## src/rtl/pr_bridge_timer.sv

```systemverilog
// Processor-bus I/O bridge: two countdown timers, a 32-bit input port, a 32-bit output register
// and the HWInt[7:2] interrupt lines into CP0.
module pr_bridge_timer #(
    parameter logic [31:0] BASE_ADDR = 32'h0000_7F00
) (
    input  logic        clk,
    input  logic        reset,
    input  logic [29:0] PrAddr,
    input  logic [3:0]  PrBE,
    input  logic [31:0] PrWD,
    input  logic        PrWe,
    output logic [31:0] PrRD,
    output logic [7:2]  HWInt,
    input  logic [31:0] dev_in,
    output logic [31:0] dev_out,
    input  logic [3:0]  ext_irq
);

    localparam int unsigned DATA_W    = 32;
    localparam int unsigned ADDR_W    = 30;
    localparam int unsigned CTRL_W    = 4;
    localparam int unsigned NUM_TMR   = 2;
    localparam int unsigned WIN_WORDS = 10;
    localparam int unsigned IN_IDX    = 8;
    localparam int unsigned OUT_IDX   = 9;
    localparam logic [ADDR_W-1:0] BASE_WORD = BASE_ADDR[31:2];

    typedef enum logic [1:0] {IDLE, LOAD, CNT, INT} timerState_e;

    typedef struct packed {
        logic       im;
        logic [1:0] mode;
        logic       en;
    } timerCtrl_t;

    timerState_e             state     [NUM_TMR];
    timerState_e             stateNxt  [NUM_TMR];
    timerCtrl_t              ctrl      [NUM_TMR];
    timerCtrl_t              ctrlNxt   [NUM_TMR];
    logic [DATA_W-1:0]       preset    [NUM_TMR];
    logic [DATA_W-1:0]       presetNxt [NUM_TMR];
    logic [DATA_W-1:0]       count     [NUM_TMR];
    logic [DATA_W-1:0]       countNxt  [NUM_TMR];
    logic [NUM_TMR-1:0]      irqPend;
    logic [NUM_TMR-1:0]      irqPendNxt;
    logic [NUM_TMR-1:0]      irqSet;
    logic [DATA_W-1:0]       devOutNxt;

    logic [ADDR_W-1:0]       wordOff;
    logic                    inWin;
    logic [3:0]              regIdx;
    logic                    wrHit;

    // Window decode: full 30-bit compare via unsigned offset from the base word
    assign wordOff = PrAddr - BASE_WORD;
    assign inWin   = wordOff < ADDR_W'(WIN_WORDS);
    assign regIdx  = wordOff[3:0];
    assign wrHit   = PrWe && inWin;

    function automatic logic [DATA_W-1:0] mergeBytes(
        input logic [DATA_W-1:0] cur,
        input logic [DATA_W-1:0] wd,
        input logic [3:0]        be
    );
        logic [DATA_W-1:0] res;
        res = cur;
        for (int b = 0; b < 4; b++) begin
            if (be[b]) res[8*b +: 8] = wd[8*b +: 8];
        end
        return res;
    endfunction

    // State register
    always_ff @(posedge clk) begin
        if (reset) begin
            for (int i = 0; i < int'(NUM_TMR); i++) begin
                state[i]  <= IDLE;
                ctrl[i]   <= '0;
                preset[i] <= '0;
                count[i]  <= '0;
            end
            irqPend <= '0;
            dev_out <= '0;
        end else begin
            for (int i = 0; i < int'(NUM_TMR); i++) begin
                state[i]  <= stateNxt[i];
                ctrl[i]   <= ctrlNxt[i];
                preset[i] <= presetNxt[i];
                count[i]  <= countNxt[i];
            end
            irqPend <= irqPendNxt;
            dev_out <= devOutNxt;
        end
    end

    // Timer FSMs and CPU stores; CPU CTRL value beats INT's EN clear, irq set beats CTRL-write clear
    always_comb begin
        stateNxt   = state;
        ctrlNxt    = ctrl;
        presetNxt  = preset;
        countNxt   = count;
        irqPendNxt = irqPend;
        irqSet     = '0;
        devOutNxt  = dev_out;

        for (int i = 0; i < int'(NUM_TMR); i++) begin
            case (state[i])
                IDLE: begin
                    if (ctrl[i].en) stateNxt[i] = LOAD;
                end
                LOAD: begin
                    countNxt[i] = preset[i];
                    stateNxt[i] = CNT;
                end
                CNT: begin
                    if (!ctrl[i].en) begin
                        stateNxt[i] = IDLE;
                    end else if (count[i] <= DATA_W'(1)) begin
                        countNxt[i] = '0;
                        irqSet[i]   = 1'b1;
                        stateNxt[i] = INT;
                    end else begin
                        countNxt[i] = count[i] - DATA_W'(1);
                    end
                end
                INT: begin
                    if (ctrl[i].mode == 2'b01) begin
                        irqPendNxt[i] = 1'b0;
                        stateNxt[i]   = LOAD;
                    end else begin
                        ctrlNxt[i].en = 1'b0;
                        stateNxt[i]   = IDLE;
                    end
                end
                default: stateNxt[i] = IDLE;
            endcase

            if (wrHit && regIdx == 4'(4*i)) begin
                irqPendNxt[i] = 1'b0;
                if (PrBE[0]) ctrlNxt[i] = timerCtrl_t'(PrWD[CTRL_W-1:0]);
            end
            if (wrHit && regIdx == 4'(4*i + 1)) begin
                presetNxt[i] = mergeBytes(preset[i], PrWD, PrBE);
            end
            if (irqSet[i]) irqPendNxt[i] = 1'b1;
        end

        if (wrHit && regIdx == 4'(OUT_IDX)) begin
            devOutNxt = mergeBytes(dev_out, PrWD, PrBE);
        end
    end

    // Combinational read mux; holes and out-of-window addresses read zero
    always_comb begin
        PrRD = '0;
        if (inWin) begin
            for (int i = 0; i < int'(NUM_TMR); i++) begin
                if (regIdx == 4'(4*i))     PrRD[CTRL_W-1:0] = ctrl[i];
                if (regIdx == 4'(4*i + 1)) PrRD = preset[i];
                if (regIdx == 4'(4*i + 2)) PrRD = count[i];
            end
            if (regIdx == 4'(IN_IDX))  PrRD = dev_in;
            if (regIdx == 4'(OUT_IDX)) PrRD = dev_out;
        end
    end

    assign HWInt = {ext_irq, irqPend[1] & ctrl[1].im, irqPend[0] & ctrl[0].im};

endmodule

```

## config.mk

```make
export PLATFORM = sky130hd
export DESIGN_NAME = pr_bridge_timer
export DESIGN_NICKNAME = d
export VERILOG_FILES = /design/src/rtl/pr_bridge_timer.sv
export SDC_FILE = /design/constraint.sdc
export NUM_CORES = 1
export LEC_CHECK = 0
export BUFFER_PORTS_ARGS = -buffer_cell sky130_fd_sc_hd__buf_2
export CAP_MARGIN = 20
export CELL_PAD_IN_SITES_DETAIL_PLACEMENT = 0
export CELL_PAD_IN_SITES_GLOBAL_PLACEMENT = 1
export CORE_UTILIZATION = 37
export DETAILED_ROUTE_END_ITERATION = 10
export GPL_TIMING_DRIVEN = 0
export PLACE_DENSITY_LB_ADDON = 0.1
export RECOVER_POWER = 25
export SYNTH_ARGS = -nofsm -noshare
export SYNTH_HDL_FRONTEND = slang
export SYNTH_SLANG_ARGS = --single-unit
```

## constraint.sdc

```tcl
create_clock -name clk -period 2 [get_ports clk]
set_input_delay 0.3 -clock clk [delete_from_list [all_inputs] [get_ports clk]]
set_output_delay 0.3 -clock clk [all_outputs]
set_load 0.01 [all_outputs]
```

* Word level (Yosys, flattened, before mapping)
Index checks and enable logic that the tools add are counted. W data, S select, Z words.
Storage, ports and cells: input bits 105, bits in registers 174, output and inout port bits 70, logic and storage cells 135
Operators by class: magnitude comparators 3, reduce and logical (&&, ||, !) cells 35, eq/ne operators 21, $add $sub $neg 3, bitwise logic cells 2, mux-type cells 47
Operators by type and width (number):
- $mux W32 | 11
- $pmux W32 S2 | 2
- $le A32 B1 Y1 const B | 2
- $sub A32 B1 Y32 const B | 2
- $reduce_and A2 Y1 | 20
- $lt A30 B4 Y1 const B | 1
- $sub A30 B13 Y30 const B | 1
- $mux W1 | 24
- $pmux W2 S4 | 2
- $eq A4 B3 Y1 const B | 3
- $mux W2 | 6
- $reduce_bool A3 Y1 | 4
- $eq A2 B1 Y1 const B | 4
- $eq A2 B2 Y1 const B | 4
- $eq A4 B4 Y1 const B | 2
- $mux W4 | 2
- $ne A2 B2 Y1 const B | 4
- $logic_and A1 B1 Y1 | 6
- $ne A3 B3 Y1 const B | 2
- $eq A4 B1 Y1 const B | 1
- $eq A4 B2 Y1 const B | 1
- $logic_not A2 Y1 | 2
- $logic_not A4 Y1 | 1
- $reduce_bool A2 Y1 | 2
- $and A1 B1 Y1 | 2

* Depth between registers and ports, before layout
word-level depth 11, mapped depth 9, depth with buffers taken out 8

* Worst setup path before layout
OpenSTA, ideal clock, no wires.
path kind input port to output port, from in PrAddr[1], to out PrRD[26], cell stages on the path 9, arrival 1907 ps, path buffers 3, data required time 1700 ps, path slack -207 ps, cells stage by stage buf_2 nand2b_1 nor3_1 clkbuf_1 clkbuf_1 a22oi_1 nand3_1 o21ai_0 a21oi_1
Between the ends: word-level cells in the longest chain between the ends 9, elaborated cells on any way between the ends 15, those cells by class add/sub: 1; order compare: 1; eq/ne: 6; mux: 7
RTL lines:
- from (decl) | RTL line 8 | input logic [29:0] PrAddr,
- $sub A30 B13 Y30 * | RTL line 55 | assign wordOff = PrAddr - BASE_WORD;
- $eq A4 B1 Y1 | RTL line 159 | if (regIdx == 4'(4*i + 1)) PrRD = preset[i];
- $mux W32 | RTL line 159
- $mux W32 | RTL line 160 | if (regIdx == 4'(4*i + 2)) PrRD = count[i];
- $mux W32 | RTL line 159
- $mux W32 | RTL line 160
- $mux W32 | RTL line 162 | if (regIdx == 4'(IN_IDX)) PrRD = dev_in;
- $mux W32 | RTL line 163 | if (regIdx == 4'(OUT_IDX)) PrRD = dev_out;
- $mux W32 * | RTL line 156 | if (inWin) begin
- to (decl) | RTL line 12 | output logic [31:0] PrRD,
Mark *: on every way between the ends. The rest lies on a longest branch, timed or not.

* Worst setup path in the final report
from reg count[0] (netlist bit), to reg count[2] (netlist bit)
Between the ends: word-level cells in the longest chain between the ends 4, elaborated cells on any way between the ends 5, those cells by class add/sub: 1; order compare: 1; mux: 3
RTL lines:
- from (decl) | RTL line 42 | logic [DATA_W-1:0] count [NUM_TMR];
- from (signal, indexed assignment) | RTL line 89 | count[i] <= countNxt[i];
- $sub A32 B1 Y32 or $le A32 B1 Y1 (tied branches) | RTL line 123, 118
- $mux W32 * | RTL line 118 | end else if (count[i] <= DATA_W'(1)) begin
- $mux W32 * | RTL line 116 | if (!ctrl[i].en) begin
- $pmux W32 S2 * | RTL line 107 | case (state[i])
Mark *: on every way between the ends. The rest lies on a longest branch, timed or not. The select of a mux whose other input is x is not followed. A chain may end at the register's enable or synchronous reset.

==> results.rst <==
.. list-table::
   :header-rows: 1

   * - Metric
     - Value
   * - Final cell count without fillers
     - roughly 2,000
   * - Run status
     - finished, violations left
   * - Net count after synthesis
     - between 1,000 and 1,500
   * - Largest delay contributor family on the critical path
     - compound AO/OA/AOI/OAI gates
   * - Wire length after detailed routing
     - ~47,000 um
   * - Boundary Pins
     - 175
   * - Via count of the first global-routing pass
     - ~11,000
   * - Post-CTS clock slew at the launch and capture registers of the worst setup and hold paths
     - roughly 90 ps
   * - Part of the Yosys area used for sequential elements
     - 0.355
   * - Slowest-stage cell, CP
     - sky130_fd_sc_hd__or4_4
   * - Hold Slack
     - about 100 ps
   * - Clock latency of the later-clocked register in the worst-skew pair
     - approximately 460 ps
   * - Post-layout min period
     - between 2000 and 2500 ps
   * - Finished Cell Area
     - roughly 0.014 mm^2
   * - Number of synthesis warnings
     - 0
   * - Worst-margin pin slew
     - between 1000 and 1500 ps
   * - Initial core utilization
     - 0.377
   * - Worst Skew
     - between 10 and 15 ps
   * - Setup slack of the critical path after layout
     - -297 ps
   * - Number of distinct library cell variants in the gate-level netlist after synthesis
     - a little under 70
   * - Number of antenna violations at the first check in global routing
     - 1
   * - GPL Wtd Cong
     - approximately 0.98
   * - Hold buffers post-CTS
     - 0
   * - Fill cells
     - roughly 2,500
   * - Data arrival at the endpoint of the critical path
     - between 2000 and 3000 ps
   * - Worst hold-check path type
     - in2reg
   * - Power Density
     - around 530 mW/mm^2
   * - Layer with the highest usage after global routing
     - met2
   * - Worst Setup End Kind
     - flop
   * - Met1 Usage GRT
     - 0.479
   * - Leading register cell type out of synthesis
     - sky130_fd_sc_hd__dfxtp_1
   * - Number of nets still failing antenna checks after routing
     - 0
   * - Final hold violations
     - 0
   * - Max-capacitance violation count
     - 0
   * - Vias/cell
     - 5.98
   * - Iter 0 DRT Violations
     - about 950
   * - Violations in the final reports
     - setup timing
   * - Standard-cell row count
     - between 50 and 60
   * - Max Root-Sink Buffers
     - 2
   * - Pin count of the biggest net entering global routing
     - 22
   * - Maximum resistive drop on vdd
     - between 0.5 and 0.6 mV
   * - TritonCTS buffer count
     - 17
   * - Crit path buffers/inverters
     - 2
   * - Die outline area
     - 0.0272 mm^2
   * - Biggest cell delay along the critical path
     - about 460 ps
   * - Total via count after detailed routing
     - 11,800
   * - Mean instance size in the synthesized netlist
     - 7.21 um^2
   * - Final max-slew violation count
     - 0
   * - Seq cells post-synth
     - roughly 170
   * - Worst Path Class, Setup
     - reg2reg
   * - Number of H-tree branching levels
     - 4
   * - PortBufs
     - approximately 170
   * - Post-layout nets
     - 1,742
   * - CP Launch Type
     - flop
   * - Ant. Diodes
     - 0
   * - Met2 Use GR
     - 0.516
   * - Worst setup slack before clock tree synthesis
     - -1010 ps
   * - TritonRoute pass-1 iters
     - 7
   * - Setup tns final
     - -11,560 ps
   * - Global-route usage over all layers
     - 0.338
   * - Highest clock rate
     - ~0.44 GHz
   * - Combined area of all synthesized cells
     - about 0.0098 mm^2
   * - Wire length of the first global-routing pass
     - around 67,000 um
   * - Number of flops mapped to enable cells by yosys
     - 0
   * - Floorplan die width
     - 165 um
   * - Clock tree from TritonCTS
     - done
   * - Clock sink count
     - roughly 170
   * - HPWL reported at the end of detailed placement
     - around 34,000 um
   * - Crit Path Max Fanout
     - 7
   * - Share of flip-flops with an asynchronous set or reset
     - 0
   * - Number of cells after detailed placement
     - 1,865
   * - Count of mapped cells out of synthesis
     - 1,362
   * - Clk Tree Root Cell
     - sky130_fd_sc_hd__clkbuf_16
   * - Placed instance area
     - between 0.01 and 0.015 mm^2
   * - Headroom to the max-slew limit
     - 0.300
   * - Average wire length per cell after detail routing
     - ~24 um
   * - Final core utilization
     - 0.546
   * - Core area
     - between 0.02 and 0.03 mm^2
   * - Final setup violation count
     - around 80
   * - Post-route fraction of the period consumed by the critical path
     - 1.15
   * - Static power due to leakage
     - between 5 and 6 nW
   * - List of cells traversed by the critical path
     - clkinv_4 -> ha_4 -> nor2_2 -> or4_4 -> o41a_1 -> buf_6 -> a32o_1 -> a22oi_1 -> nor2_1
   * - Fraction of final layout cells sized beyond drive strength 1
     - 0.342
   * - Setup repair after global routing missed its margin
     - true
   * - Layout overhead on the synthesized area
     - 44.9%
   * - Required arrival time at the worst endpoint
     - 2330 ps
   * - Drc violations
     - 0
   * - Post-layout total power
     - roughly 7.6 mW
   * - Global route total overflow
     - 0
   * - Fraction of met3 tracks used by global routing
     - 0.0643
   * - Die height
     - around 160 um
## state kept, by name (all words and copies together) (netlist names)
register,flops
state,4
ctrl,8
count,64
irqPend,2
dev_out,32
preset,64
## worst min-delay path, stage by stage
cell and delay (ps):
sky130_fd_sc_hd__buf_2 120, sky130_fd_sc_hd__nand2_1 50, sky130_fd_sc_hd__a21oi_1 50
## path summary, 6_finish.rpt
check                           from                        to  slack [ps]  depth (start not counted)
max            count[0]$_SDFFE_PP0P_     count[2]$_SDFFE_PP0P_        -300                          9
min                         PrWD[20]  dev_out[20]$_SDFFE_PP0P_         100                          3
max reg2reg    count[0]$_SDFFE_PP0P_     count[2]$_SDFFE_PP0P_        -300                          9
min reg2reg  preset[18]$_SDFFE_PP0P_   preset[18]$_SDFFE_PP0P_         470                          2
## layout make-up
class,instances,area (um^2),area share
Clock inverter,15,206,0.0145
Multi-Input combinational cell,1069,7130,0.501
Tap cell,335,419,0.0294
Inverter,13,63.8,0.00448
Timing Repair Buffer,268,1770,0.125
Buffer,90,668,0.0469
Sequential cell,174,3550,0.249
Clock buffer,17,425,0.0299
## cell usage after synthesis (all sizes together) (4+ instances only)
master  instances  share of area
dfxtp         174           0.35
nor2b           6         0.0038
nor3           59          0.036
mux2i          36          0.037
a211oi         19          0.015
nand2b         16          0.010
nor2           98          0.037
ha              4         0.0051
nor4           36          0.029
or3            14         0.0089
xnor2           6         0.0054
a31oi          14         0.0089
a21oi         189          0.096
inv            13         0.0050
nand4          10         0.0064
o211a           6         0.0061
and2            5         0.0032
o21ai         121          0.062
o41ai           5         0.0052
clkbuf         91          0.035
o31ai           6         0.0046
or4            13          0.010
or2             9         0.0060
nand3          51          0.027
a22oi          45          0.034
nand2         249          0.095
o21a            8         0.0061
buf            15         0.0087
## layer usage
layer / wire length, um / vias up / part of all wire
met5: 11 / - / 0.00023
met2: 20500 / 641 / 0.44
li1: - / 5471 / -
met4: 1400 / 2 / 0.030
met1: 20600 / 5621 / 0.44
met3: 4250 / 110 / 0.091
## placed cells by master, fill, tap and decap left out, drive strengths merged, types with 6 or more instances in the layout
cell type / count
a211oi: 19
a21oi: 189
a22oi: 45
a31oi: 14
buf: 260
clkbuf: 115
clkinv: 8
dfxtp: 174
inv: 20
mux2i: 36
nand2: 249
nand2b: 16
nand3: 51
nand4: 10
nor2: 98
nor2b: 6
nor3: 59
nor4: 36
o211a: 6
o21a: 8
o21ai: 121
o31ai: 6
or2: 9
or3: 14
or4: 13
xnor2: 6
## report_power, final
part,internal (mW),switching [mW],total [mW]
registers,3.44,0.000000000954,3.44
clock network,1.74,1.91,3.65
logic,0.174,0.318,0.492
## cells by family (layout without fill, tap and decap cells)
group | count (synthesis) | count (layout) | share of synthesized area
simple gates | 580 | 580 | 0.285
compound gates | 440 | 440 | 0.262
flops | 174 | 174 | 0.355
buf+inv | 119 | 403 | 0.0485
mux | 38 | 38 | 0.0390
xor+xnor | 7 | 7 | 0.00624
fa+ha+maj | 4 | 4 | 0.00510
## repair_timing
item | in CTS | in global routing
setup buffers | 60 | 37
setup endpoints to repair | 198 | 191
pin swaps | 32 | 59
gates cloned | 5 | 1
gates resized for setup | 266 | 211
Power figures use the tool's default switching activity.
